--- config.mk ---
export PLATFORM = sky130hd
export DESIGN_NAME = adc_phase_cal
export DESIGN_NICKNAME = d
export VERILOG_FILES = /design/src/rtl/adc_cal_pkg.sv /design/src/rtl/ps_stepper.sv /design/src/rtl/adc_phase_cal.sv
export SDC_FILE = /design/constraint.sdc
export NUM_CORES = 1
export LEC_CHECK = 0
export CAP_MARGIN = 20
export CORE_MARGIN = 2
export CORE_UTILIZATION = 40
export DETAILED_ROUTE_END_ITERATION = 6
export GPL_TIMING_DRIVEN = 1
export PLACE_DENSITY = 0.64
export SKIP_CTS_REPAIR_TIMING = 1
export SYNTH_ARGS = -nofsm -noshare
export SYNTH_HDL_FRONTEND = slang
export SYNTH_SLANG_ARGS = --single-unit
export TNS_END_PERCENT = 5
--- constraint.sdc ---
create_clock -name wb_clk_i -period 3.5 [get_ports wb_clk_i]
set_input_delay 0.525 -clock wb_clk_i [delete_from_list [all_inputs] [get_ports wb_clk_i]]
set_output_delay 0.525 -clock wb_clk_i [all_outputs]
set_load 0.03 [all_outputs]
--- src/rtl/adc_cal_pkg.sv ---
// adc_cal_pkg: state encoding and default sweep constants shared with the register map
package adc_cal_pkg;
  localparam int DEF_STEPS   = 448;
  localparam int DEF_SETTLE  = 64;
  localparam int DEF_SAMPLES = 256;
  localparam int DEF_TIMEOUT = 1024;
  localparam int DEF_CW      = 10;
  typedef enum logic [3:0] {
    S_IDLE, S_SETTLE, S_SAMPLE, S_EVAL, S_STEP, S_STEP_WAIT, S_CENTER, S_CENTER_WAIT, S_FINISH
  } state_t;
  function automatic int max2(input int a, input int b);
    return a > b ? a : b;
  endfunction
endpackage

--- src/rtl/ps_stepper.sv ---
// ps_stepper: one MMCM phase step per request with psdone timeout
module ps_stepper import adc_cal_pkg::*; #(
  parameter int TIMEOUT = DEF_TIMEOUT
) (
  input  logic clk,
  input  logic rst,
  input  logic req,
  input  logic dir,
  input  logic psdone,
  input  logic abort,
  output logic psen,
  output logic psincdec,
  output logic ack,
  output logic timeout
);
  localparam int TW = $clog2(TIMEOUT + 1);
  logic pending;
  logic dir_r;
  logic [TW-1:0] tcnt;
  // tcnt holds k-1 in the k-th cycle after psen, so psdone is accepted through cycle TIMEOUT
  assign psen     = req;
  assign psincdec = req ? dir : dir_r;
  assign ack      = pending & psdone;
  assign timeout  = pending & ~psdone & (tcnt == TW'(TIMEOUT - 1));
  always_ff @(posedge clk) begin
    if (rst) begin
      pending <= 1'b0;
      dir_r   <= 1'b0;
      tcnt    <= '0;
    end else if (req) begin
      pending <= 1'b1;
      dir_r   <= dir;
      tcnt    <= '0;
    end else if (abort || ack || timeout) begin
      pending <= 1'b0;
    end else if (pending) begin
      tcnt <= tcnt + 1'b1;
    end
  end
endmodule

--- src/rtl/adc_phase_cal.sv ---
// adc_phase_cal: sweeps MMCM capture phase, finds longest good window, parks at its centre
module adc_phase_cal import adc_cal_pkg::*; #(
  parameter int STEPS   = DEF_STEPS,
  parameter int SETTLE  = DEF_SETTLE,
  parameter int SAMPLES = DEF_SAMPLES,
  parameter int TIMEOUT = DEF_TIMEOUT,
  parameter int CW      = DEF_CW
) (
  input  logic          wb_clk_i,
  input  logic          wb_rst_i,
  input  logic          start,
  input  logic          mmcm_locked,
  input  logic          data_ok,
  input  logic          mmcm_psdone,
  output logic          mmcm_psen,
  output logic          mmcm_psincdec,
  output logic          busy,
  output logic          done,
  output logic          error,
  output logic [CW-1:0] win_start,
  output logic [CW-1:0] win_len,
  output logic [CW-1:0] phase
);
  localparam int NW = $clog2(max2(SETTLE, SAMPLES) + 1);
  localparam logic [CW-1:0] LAST = CW'(STEPS - 1);
  state_t state;
  logic [NW-1:0] cnt;
  logic good;
  logic [CW-1:0] run_start, run_len, target, new_len, new_start;
  logic step_req, step_dir, step_ack, step_to, abort;
  assign target    = win_len != '0 ? win_start + (win_len >> 1) : '0;
  assign new_len   = run_len + 1'b1;
  assign new_start = run_len == '0 ? phase : run_start;
  assign step_dir  = state == S_STEP;
  assign step_req  = mmcm_locked & (step_dir | (state == S_CENTER & phase != target));
  assign abort     = state != S_IDLE & ~mmcm_locked;
  ps_stepper #(.TIMEOUT(TIMEOUT)) u_stepper (
    .clk(wb_clk_i),
    .rst(wb_rst_i),
    .req(step_req),
    .dir(step_dir),
    .psdone(mmcm_psdone),
    .abort(abort),
    .psen(mmcm_psen),
    .psincdec(mmcm_psincdec),
    .ack(step_ack),
    .timeout(step_to)
  );
  always_ff @(posedge wb_clk_i) begin
    if (wb_rst_i) begin
      state     <= S_IDLE;
      cnt       <= '0;
      good      <= 1'b0;
      run_start <= '0;
      run_len   <= '0;
      busy      <= 1'b0;
      done      <= 1'b0;
      error     <= 1'b0;
      win_start <= '0;
      win_len   <= '0;
      phase     <= '0;
    end else begin
      done <= 1'b0;
      if (abort || step_to) begin
        state <= S_IDLE;
        busy  <= 1'b0;
        done  <= 1'b1;
        error <= 1'b1;
      end else begin
        case (state)
          S_IDLE: if (start) begin
            if (mmcm_locked) begin
              state     <= S_SETTLE;
              busy      <= 1'b1;
              error     <= 1'b0;
              win_start <= '0;
              win_len   <= '0;
              phase     <= '0;
              run_start <= '0;
              run_len   <= '0;
              cnt       <= '0;
            end else begin
              error <= 1'b1;
              done  <= 1'b1;
            end
          end
          S_SETTLE: begin
            cnt <= cnt + 1'b1;
            if (cnt == NW'(SETTLE - 1)) begin
              state <= S_SAMPLE;
              cnt   <= '0;
              good  <= 1'b1;
            end
          end
          S_SAMPLE: begin
            cnt  <= cnt + 1'b1;
            good <= good & data_ok;
            if (cnt == NW'(SAMPLES - 1)) begin
              state <= S_EVAL;
              cnt   <= '0;
            end
          end
          S_EVAL: begin
            // the open run is scored every position, so a run reaching STEPS-1 is closed here too
            run_len   <= good ? new_len : '0;
            run_start <= good ? new_start : run_start;
            if (good && new_len > win_len) begin
              win_len   <= new_len;
              win_start <= new_start;
            end
            state <= phase == LAST ? S_CENTER : S_STEP;
          end
          S_STEP: begin
            phase <= phase + 1'b1;
            state <= S_STEP_WAIT;
          end
          S_STEP_WAIT: if (step_ack) state <= S_SETTLE;
          S_CENTER: begin
            if (win_len == '0) error <= 1'b1;
            if (phase == target) state <= S_FINISH;
            else begin
              phase <= phase - 1'b1;
              state <= S_CENTER_WAIT;
            end
          end
          S_CENTER_WAIT: if (step_ack) state <= S_CENTER;
          S_FINISH: begin
            state <= S_IDLE;
            busy  <= 1'b0;
            done  <= 1'b1;
          end
          default: state <= S_IDLE;
        endcase
      end
    end
  end
endmodule

==> key figures, run 1 <==
CTS
  • Clock buffer depth: 2
  • Latest clock arrival within the worst-skew pair: 0.34 ns
  • Clock slew at reported path FFs: roughly 0.060 ns
  • Cts bufs inserted: 9
  • # H-tree levels: 3
  • Clk root buf: clkbuf_16
  • CTS tree: yes
  • CTS Sinks: 80

Route
  • Via count: approximately 5.4k
  • Final wirelength: ~16000 µm
  • Post-DRT Antenna Nets: 0
  • Drc violations: 0
  • 1st-pass router iterations: 5
  • DR WL/cell: between 15 and 20 µm
  • Vias per cell: roughly 5.7
  • DRT iter0 DRCs: approximately 330

Floorplan
  • Die Width: 119.5 µm
  • Site Rows: 42
  • Die H: ~120 µm
  • Starting Density: 0.4064
  • Die area: between 0.01 and 0.015 mm²
  • Core region area: 0.01314 mm²
  • I/O pins: a little over 40

Yosys
  • Post-synth EDFFs: 0
  • Synthesized net count: 714
  • Post-synth top area cell: dfxtp_1
  • Share of the synthesized area in the top cell type: 0.3000
  • Synth warn: 0
  • Register area share after synthesis: 0.3000
  • Async S/R FF share, synth: 0
  • Synth Register Bits: 80
  • Syn avg cell area: 7.933 µm²
  • Synthesized cell area: roughly 0.0053 mm²
  • Synth Instances: just under 700
  • Synth area leaders: dfxtp_1, ha_1, nor2_1, a21oi_1, mux2i_1
  • Ys flop type: dfxtp_1
  • Yosys cell types: 69

Final layout
  • Cell area after layout: roughly 0.0067 mm²
  • FF+latch area: approximately 0.0016 mm²
  • Share of cells above drive strength 1: 0.1477
  • ANT cells: 0
  • Synth-to-Final Area Change: 26.15%
  • Layout fillers: around 1.3k
  • Area of the multi-input gates: approximately 0.0036 mm²
  • Final net count: 802

Outcome
  • Status: finished clean

Worst hold path
  • Worst hold stages: 2
  • Hold wc startpoint: good$_SDFFE_PP0P_
  • HP Class: flip-flop to flip-flop
  • Worst hold path endpoint: good$_SDFFE_PP0P_

Place
  • Placed instance area: between 0.006 and 0.007 mm²
  • GPL Wtd Cong: between 0.8 and 0.9
  • Place WS: -0.1360 ns
  • Port Buffers: 40
  • Post-DP HPWL: ~12000 µm

GRT
  • Initial antenna violation count: 0
  • Vias in the first global route: approximately 5.3k
  • Pin count of the biggest net entering global routing: 48
  • First-pass GRT wire length: 25670 µm
  • Overflow after GRT: 0
  • Total GRT Usage: 0.2207

Power
  • LEAKAGE: 0.002655 µW
  • Pwr dens: between 300 and 400 mW/mm²
  • Peak VDD IR: around 0.22 mV

STA
  • Unrepaired setup endpoints after global routing: true
  • Fmax achieved: 0.2894 GHz
  • Final worst-path cycle share: 0.9873
  • Slew HR: 0.4362
  • Fin crit period: around 3.5 ns
  • Final Skew: around 0.011 ns
  • Worst setup margin: 0.04435 ns
  • Slew Limit Fails: 0
  • Fin. Hold Viols: 0
  • # setup viols final: 0
  • Worst-Margin Slew: ~0.84 ns

Critical path
  • CP peak stage delay: between 0.3 and 0.4 ns
  • Critical Path Source: win_start[3]$_SDFFE_PP0P_
  • Reg2reg path depth: 10
  • Buf/Inv on CP: 3
  • Kind of critical path: flip-flop to output port
  • Startpoint types: flip-flop
  • Worst path most repeated cell: buf_4
  • Cell family with most CP delay: compound AO/OA/AOI/OAI gates
  • R2r endpoint: win_start[5]$_SDFFE_PP0P_
  • Max Fanout on Critical Path: 5
  • CP cell instances: ha_1, o21ai_0, a21oi_4, o21a_1, buf_4, or3_1, and2_1, a21boi_2, buf_4, a21oi_2, o21ai_1, buf_4
  • Critical R2R Launch: run_len[0]$_SDFFE_PP0P_
  • WP data arrival: 2.93 ns
  • WP data required: around 3 ns
  • Crit end category: output port
  • Reg-to-reg slack, setup: about 0.31 ns
  • Slowest-stage cell, CP: o21ai_0

Flow run
  • Max capacitance violation total: 0
## layer usage
metal / up-vias / wire, µm / global-route usage
li1: 2612 / - / -
met1: 2560 / 6796 / 0.2761
met2: 164 / 7416 / 0.3639
met3: 49 / 902 / 0.04373
met4: 0 / 614 / 0.1066
met5: - / 0 / 0
## power breakdown
part | switching, µW | total (µW) | internal, µW | leakage [µW]
Combinational | 411 | 640 | 228 | 0.00185
Clock | 371 | 1070 | 694 | 0.000159
Sequential | 32.3 | 972 | 939 | 0.000646
Total | 815 | 2680 | 1860 | 0.00266
## registers in the layout (all words and copies together) (netlist names)
name and count:
done 1, good 1, u_stepper.dir_r 1, cnt 9
u_stepper.pending 1, run_len 10, error 1, u_stepper.tcnt 11
busy 1, win_start 10, phase 10, win_len 10
run_start 10, state 4
## per-stage QoR
step	cells	setup TNS [ns]	hold WS [ns]	utilization	total power, µW
2_1_floorplan	673	0	0.4427	-	1436
3_3_place_gp	925	-0.08398	0.4544	0.4830	1608
3_5_place_dp	925	-0.1360	0.4707	0.4830	1618
4_1_cts	940	-0.6750	0.4825	0.5085	2687
5_1_grt	941	-0.07218	0.4937	0.5127	2792
6_report	941	0	0.4823	0.5127	2677
## cells in the mapped netlist (all sizes together), types with 9 or more instances
| cell | instances |
|---|---|
| ha | 33 |
| nor2b | 10 |
| nor2 | 81 |
| buf | 11 |
| mux2i | 25 |
| xor2 | 19 |
| nand2 | 56 |
| a21oi | 56 |
| nand3 | 39 |
| inv | 26 |
| o21a | 12 |
| dfxtp | 80 |
| a21o | 9 |
| xnor2 | 18 |
| nand4 | 14 |
| clkbuf | 19 |
| and3 | 9 |
| o21ai | 35 |
| o211ai | 9 |
| nor3 | 23 |
## cell type report
class,count,share of cell area
sequential,80,0.2380
tap,176,0.03270
timing repair buffer,107,0.1364
clock inverter,5,0.01579
inverter,27,0.01505
clock buffer,10,0.03400
multi-input combinational,536,0.5281
## cell families after synthesis
group / synth area share
AOI/OAI and AO/OA: 0.2006
buffers and inverters: 0.04523
muxes: 0.04687
adders and majority gates: 0.08484
xor gates and xnor gates: 0.06070
and+or+nand+nor: 0.2618
DFF: 0.3000
## placed cells by master (no fill, tap or decap), types with 22 or more instances in the layout
master and count:
nor2_1 79, nand3_1 39, inv_1 26, clkdlybuf4s50_1 37, a21oi_1 52, buf_4 66
nor3_1 22, mux2i_1 25, dfxtp_1 79, o21ai_0 30, nand2_1 56, ha_1 32
## worst max-delay path by stage
stage | to | slack [ns] | depth (start not counted)
finish | mmcm_psincdec | 0.04 | 12
global route | mmcm_psincdec | -0.05 | 12
CTS | mmcm_psen | -0.52 | 12
detailed placement | mmcm_psen | -0.14 | 12
global placement | mmcm_psen | -0.08 | 12
floorplan | mmcm_psincdec | 0.02 | 11
## worst register-to-register path: cells and delay by family, from the launching register on
| kind | cells | cell delay, ns |
|---|---|---|
| flip-flops | 1 | 0.44 |
| buffers and inverters | 1 | 0.17 |
| AO/OA/AOI/OAI | 5 | 1.36 |
| AND/OR/NAND/NOR | 2 | 0.51 |
| XOR/XNOR | 1 | 0.28 |
| adder cells (fa/ha/maj) | 1 | 0.31 |
Note: power is estimated with default switching activity, not from simulation.
==> run 2: changes to the inputs <==
--- a/config.mk
+++ b/config.mk
@@ -7,10 +7,10 @@
 export LEC_CHECK = 0
 export CAP_MARGIN = 20
 export CORE_MARGIN = 2
-export CORE_UTILIZATION = 40
+export CORE_UTILIZATION = 35
 export DETAILED_ROUTE_END_ITERATION = 6
 export GPL_TIMING_DRIVEN = 1
-export PLACE_DENSITY = 0.64
+export PLACE_DENSITY = 0.58
 export SKIP_CTS_REPAIR_TIMING = 1
 export SYNTH_ARGS = -nofsm -noshare
 export SYNTH_HDL_FRONTEND = slang
==> key figures, run 2 (same netlist as run 1, synthesis figures left out) <==
Outcome
  • Status: finished clean

STA
  • Final Skew: 0.01117 ns (+0.0005349 ns)
  • Slew Limit Fails: 0 (unchanged)
  • Total negative slack: 0 ns (unchanged)
  • Fin. Hold Viols: 0 (unchanged)
  • Fmax achieved: 0.2883 GHz (-0.37%)
  • # setup viols final: 0 (unchanged)
  • Worst setup margin: 0.03157 ns (-0.01277 ns)
  • Unrepaired setup endpoints after global routing: true
  • Fin crit period: 3.468 ns (+0.01277 ns)
  • Final worst-path cycle share: 0.9910 (+0.003649)
  • Worst-Margin Slew: 0.9285 ns (+0.08662 ns)
  • Slew HR: 0.3781 (-0.05802)

Route
  • Post-DRT Antenna Nets: 0 (unchanged)
  • Via count: 5276 (-2.0%)
  • DRT iter0 DRCs: 360 (+10%)
  • Drc violations: 0 (unchanged)
  • 1st-pass router iterations: 4 (-1)
  • DR WL/cell: 16.68 µm (-0.22%)
  • Final wirelength: 15880 µm (+0.95%)
  • Vias per cell: 5.542 (-3.2%)

Place
  • Place WS: -0.2148 ns (-0.07881 ns)
  • GPL Wtd Cong: 0.8874 (-0.35%)
  • Post-DP HPWL: 11710 µm (-0.64%)
  • Port Buffers: 40 (unchanged)

GRT
  • Pin count of the biggest net entering global routing: 48 (unchanged)
  • First-pass GRT wire length: 25480 µm (-0.73%)
  • Total GRT Usage: 0.1937 (-0.02699)
  • Initial antenna violation count: 0 (unchanged)
  • Overflow after GRT: 0 (unchanged)
  • Vias in the first global route: 5084 (-3.9%)

CTS
  • Cts bufs inserted: 9 (unchanged)
  • # H-tree levels: 3 (unchanged)
  • CTS Sinks: 80 (unchanged)
  • Clk root buf: clkbuf_16
  • Clock buffer depth: 2 (unchanged)
  • Latest clock arrival within the worst-skew pair: 0.34 ns (about the same)
  • CTS tree: yes
  • Clock slew at reported path FFs: 0.06 ns (about the same)

Floorplan
  • Starting Density: 0.3551 (-0.05124)
  • Die area: 0.01626 mm² (+14%)
  • I/O pins: 41 (unchanged)
  • Site Rows: 45 (+7.1%)
  • Die Width: 127.5 µm (+6.7%)
  • Core region area: 0.01503 mm² (+14%)
  • Die H: 127.5 µm (+6.7%)

Critical path
  • CP cell instances: ha_4, or4_4, a21oi_4, o221ai_4, buf_6, nor4b_4, o21ai_2, a31oi_2, buf_4, a21oi_4, o21ai_2, buf_6
  • Startpoint types: flip-flop
  • Reg2reg path depth: 12 (+2)
  • Max Fanout on Critical Path: 3 (-2)
  • Crit end category: output port
  • Critical R2R Launch: state[0]$_SDFFE_PP0P_
  • WP data arrival: 2.94 ns (about the same)
  • CP peak stage delay: 0.54 ns (+0.16 ns)
  • Critical Path Source: win_len[6]$_SDFFE_PP0P_
  • CP endpoint: mmcm_psincdec
  • R2r endpoint: phase[9]$_SDFFE_PP0P_
  • WP data required: 2.97 ns (about the same)
  • Reg-to-reg slack, setup: 0.28 ns (-0.03 ns)
  • Kind of critical path: flip-flop to output port
  • Slowest-stage cell, CP: or4_4

Power
  • Peak VDD IR: 0.2789 mV (+26%)
  • LEAKAGE: 0.002649 µW (-0.23%)
  • Pwr dens: 392.8 mW/mm² (-1.2%)

Final layout
  • Commonest cells after routing, fill and taps aside: nor2_1, dfxtp_1, buf_4
  • Commonest non-fill, non-tap cell in the layout: nor2_1
  • ANT cells: 0 (unchanged)
  • Share of cells above drive strength 1: 0.1675 (+0.01983)
  • Final net count: 800 (-0.25%)
  • Largest Register: u_stepper.tcnt
  • Largest register FFs: 11 (unchanged)
  • Synth-to-Final Area Change: 28.19%

Worst hold path
  • HP Class: flip-flop to flip-flop

Flow run
  • Max capacitance violation total: 0 (unchanged)
## run 2: cell count changes in the layout (fill, tap and decap cells not counted), sizes merged
cell and change:
buf -1, clkbuf -2, clkinv +3, clkinvlp -1
## run 2: how the worst min path moves through the flow
stage | end | slack [ns] | startpoint | cells past startpoint
5_1_grt | u_stepper.dir_r$_SDFF_PP0_ | 0.51 | u_stepper.dir_r$_SDFF_PP0_ | 2
6_report | u_stepper.tcnt[10]$_SDFFE_PP0P_ | 0.48 | u_stepper.tcnt[10]$_SDFFE_PP0P_ | 2
4_1_cts | u_stepper.tcnt[10]$_SDFFE_PP0P_ | 0.48 | u_stepper.tcnt[10]$_SDFFE_PP0P_ | 2
2_1_floorplan | u_stepper.tcnt[10]$_SDFFE_PP0P_ | 0.44 | u_stepper.tcnt[10]$_SDFFE_PP0P_ | 2
3_5_place_dp | u_stepper.tcnt[10]$_SDFFE_PP0P_ | 0.47 | u_stepper.tcnt[10]$_SDFFE_PP0P_ | 2
3_3_place_gp | u_stepper.tcnt[10]$_SDFFE_PP0P_ | 0.46 | u_stepper.tcnt[10]$_SDFFE_PP0P_ | 2
## run 2: per-layer routing
| layer | vias to the layer above | track usage | routed length (µm) |
|---|---|---|---|
| met5 | - | 0 | 0 |
| met4 | 0 | 0.08209 | 517 |
| met3 | 33 | 0.02554 | 521 |
| met2 | 125 | 0.3256 | 7587 |
| met1 | 2511 | 0.2499 | 7252 |
| li1 | 2607 | - | - |
## run 2: layout make-up
cell class / count / area [µm²]
tap: 188 / 235.2
fill: 1444 / 8189
clock buffer: 9 / 225.2
clock inverter: 7 / 110.1
inverter: 27 / 101.3
sequential: 80 / 1612
timing repair buffer: 105 / 898.4
multi-input combinational: 536 / 3662
## run 2: power breakdown
group / total [µW] / leakage [µW] / internal, µW / switching (µW)
sequential: 988 / 0.000649 / 939 / 48.3
clock: 1070 / 0.000169 / 692 / 382
combinational: 627 / 0.00183 / 226 / 402
## run 2: worst max-delay path, delay by kind of cell, from the launching register on
kind | cells | cell delay, ns
adder cells (fa/ha/maj) | 1 | 0.16
AO/OA/AOI/OAI | 6 | 0.88
buffers and inverters | 3 | 0.45
flip-flops | 1 | 0.33
AND/OR/NAND/NOR | 2 | 0.80
## run 2: per-stage QoR
step	hold slack, ns	cell area, µm²	utilization	instances	total power [µW]
detailed placement	0.4687	6302	0.4192	931	1619
global placement	0.4578	6302	0.4192	931	1609
floorplan	0.4427	5339	-	673	1436
CTS	0.4783	6638	0.4415	947	2696
finish	0.4782	6844	0.4553	952	2688
global route	0.5109	6844	0.4553	952	2796
==> run 3: changes to the inputs <==
--- a/config.mk
+++ b/config.mk
@@ -5,13 +5,13 @@
 export SDC_FILE = /design/constraint.sdc
 export NUM_CORES = 1
 export LEC_CHECK = 0
-export CAP_MARGIN = 20
-export CORE_MARGIN = 2
+export CAP_MARGIN = 15
 export CORE_UTILIZATION = 35
 export DETAILED_ROUTE_END_ITERATION = 6
 export GPL_TIMING_DRIVEN = 1
 export PLACE_DENSITY = 0.58
 export SKIP_CTS_REPAIR_TIMING = 1
+export SLEW_MARGIN = 15
 export SYNTH_ARGS = -nofsm -noshare
 export SYNTH_HDL_FRONTEND = slang
 export SYNTH_SLANG_ARGS = --single-unit
==> key figures, run 3 (same netlist as run 1, synthesis figures left out) <==
Outcome
  • Status: complete, but fails checks
  • Failing checks: DRC

Route
  • DRT iter0 DRCs: 377 (+4.7%)
  • DR WL/cell: 16.64 µm (-0.24%)
  • 1st-pass router iterations: 6 (+2)
  • Vias per cell: 5.578 (+0.64%)
  • Drc violations: 3 (+3)
  • Via count: 5282 (+0.11%)
  • Final wirelength: 15760 µm (-0.77%)
  • Post-DRT Antenna Nets: 0 (unchanged)

Final layout
  • Largest Register: u_stepper.tcnt
  • Synth-to-Final Area Change: 26.72%
  • Largest register FFs: 11 (unchanged)
  • Layout fillers: 1446 (+0.14%)
  • Cell area after layout: 0.006765 mm² (-1.2%)
  • ANT cells: 0 (unchanged)
  • Share of cells above drive strength 1: 0.1638 (-0.003712)
  • Fin cells: 947 (-0.53%)
  • Area of the multi-input gates: 0.003633 mm² (-0.79%)
  • FF+latch area: 0.001607 mm² (-0.31%)
  • Commonest cells after routing, fill and taps aside: nor2_1, dfxtp_1, buf_4
  • Final net count: 799 (-0.13%)
  • Commonest non-fill, non-tap cell in the layout: nor2_1

Power
  • Sw frac: 0.3264 (+0.01702)
  • Clock share of power: 0.379 (-0.020)
  • Peak VDD IR: 0.2269 mV (-19%)
  • Pint: 1732 µW (-6.7%)
  • Pwr dens: 380.1 mW/mm² (-3.2%)
  • Sw Pwr: 839.4 µW (+0.92%)
  • Comb power frac: 0.238 (+0.005)
  • Reg power frac: 0.383 (+0.016)
  • LEAKAGE: 0.002616 µW (-1.2%)

STA
  • Unrepaired setup endpoints after global routing: true
  • Fmax achieved: 0.2922 GHz (+1.3%)
  • Slew HR: 0.1963 (-0.1819)
  • Worst-Margin Slew: 1.198 ns (+0.2691 ns)
  • Final Skew: 0.008596 ns (-0.002571 ns)
  • Fin crit period: 3.423 ns (-0.04571 ns)
  • # setup viols final: 0 (unchanged)
  • Fin. Hold Viols: 0 (unchanged)
  • Final worst-path cycle share: 0.9779 (-0.01306)
  • Slew Limit Fails: 0 (unchanged)

CTS
  • # H-tree levels: 3 (unchanged)
  • Clock buffer depth: 2 (unchanged)
  • Clk root buf: clkbuf_16
  • Latest clock arrival within the worst-skew pair: 0.34 ns (about the same)
  • CTS tree: yes
  • Cts bufs inserted: 9 (unchanged)
  • Clock slew at reported path FFs: 0.07 ns (about the same)
  • CTS Sinks: 80 (unchanged)

Floorplan
  • Core region area: 0.01470 mm² (-2.2%)
  • Die area: 0.01575 mm² (-3.1%)
  • Starting Density: 0.3632 (+0.008071)
  • Site Rows: 44 (-2.2%)
  • I/O pins: 41 (unchanged)
  • Die H: 125.5 µm (-1.6%)
  • Die Width: 125.5 µm (-1.6%)

Critical path
  • R2r endpoint: win_start[5]$_SDFFE_PP0P_
  • WP data arrival: 2.90 ns (-0.04 ns)
  • WP data required: 2.97 ns (about the same)
  • Reg-to-reg slack, setup: 0.32 ns (+0.04 ns)
  • Max Fanout on Critical Path: 3 (unchanged)
  • Critical R2R Launch: run_len[0]$_SDFFE_PP0P_
  • Crit end category: output port
  • Startpoint types: flip-flop
  • Reg2reg path depth: 10 (-2)
  • Kind of critical path: flip-flop to output port
  • Critical Path Source: win_len[1]$_SDFFE_PP0P_

GRT
  • First-pass GRT wire length: 25320 µm (-0.62%)
  • Initial antenna violation count: 0 (unchanged)
  • Overflow after GRT: 0 (unchanged)
  • Pin count of the biggest net entering global routing: 48 (unchanged)
  • Total GRT Usage: 0.1990 (+0.005303)
  • Vias in the first global route: 5025 (-1.2%)

Worst hold path
  • Worst hold path endpoint: u_stepper.dir_r$_SDFF_PP0_
  • Hold wc startpoint: u_stepper.dir_r$_SDFF_PP0_
  • HP Class: flip-flop to flip-flop
  • Worst hold stages: 2 (unchanged)

Flow run
  • Max capacitance violation total: 0 (unchanged)

Place
  • GPL Wtd Cong: 0.8937 (+0.71%)
  • Dpl cells: 931 (unchanged)
  • Placed instance area: 0.006327 mm² (+0.40%)
  • Port Buffers: 40 (unchanged)
  • Post-DP HPWL: 11870 µm (+1.4%)
run 3: worst max-delay path: stages, from the launching register on:
cell	delay [ns]
dfxtp_2	0.35
ha_4	0.14
inv_2	0.04
fa_2	0.41
xor2_2	0.20
o2bb2ai_2	0.12
a211oi_2	0.20
nand4_1	0.13
nor3_2	0.24
a21boi_2	0.24
buf_4	0.15
a21oi_4	0.05
o21ai_2	0.14
buf_6	0.14
run 3: layout make-up:
class	count	area share
Clock buffer	10	0.03532
Timing Repair Buffer	104	0.1311
Sequential cell	80	0.2375
Inverter	27	0.01498
Tap cell	184	0.03403
Multi-Input combinational cell	536	0.5371
Clock inverter	6	0.009987
run 3: layer usage:
| layer | vias to the layer above | track usage | share of wire | wire length, µm |
|---|---|---|---|---|
| li1 | 2610 | - | - | - |
| met1 | 2535 | 0.2533 | 0.45 | 7160 |
| met2 | 118 | 0.3490 | 0.49 | 7751 |
| met3 | 19 | 0.02781 | 0.039 | 609 |
| met4 | 0 | 0.05524 | 0.015 | 235 |
| met5 | - | 0 | 0 | 0 |
run 3: per-stage QoR:
step                  util  TNS (ns)  setup slack (ns)  total power (µW)  hold slack (ns)
finish              0.4602         0           0.07728              2572           0.4785
global route        0.4602  -0.05877          -0.04935              2697           0.5077
CTS                 0.4513   -0.7537           -0.5578              2587           0.4819
detailed placement  0.4305   -0.1718           -0.1718              1611           0.4706
global placement    0.4305  -0.09492          -0.09492              1600           0.4586
floorplan                -         0           0.01760              1436           0.4427
run 3: power by group through the flow:
stage	combinational [µW]	sequential, µW	clock (µW)
after global placement	594	1010	0
after floorplan	445	992	0
after CTS	607	987	993
after global routing	673	990	1030
final	612	986	974
after detailed placement	604	1010	0
run 3: worst max-delay path by stage:
stage	end	slack (ns)	cells after the start
floorplan	mmcm_psincdec	0.02	11
global placement	mmcm_psen	-0.09	12
detailed placement	mmcm_psen	-0.17	12
CTS	mmcm_psen	-0.56	12
global route	mmcm_psincdec	-0.05	13
finish	mmcm_psincdec	0.08	13
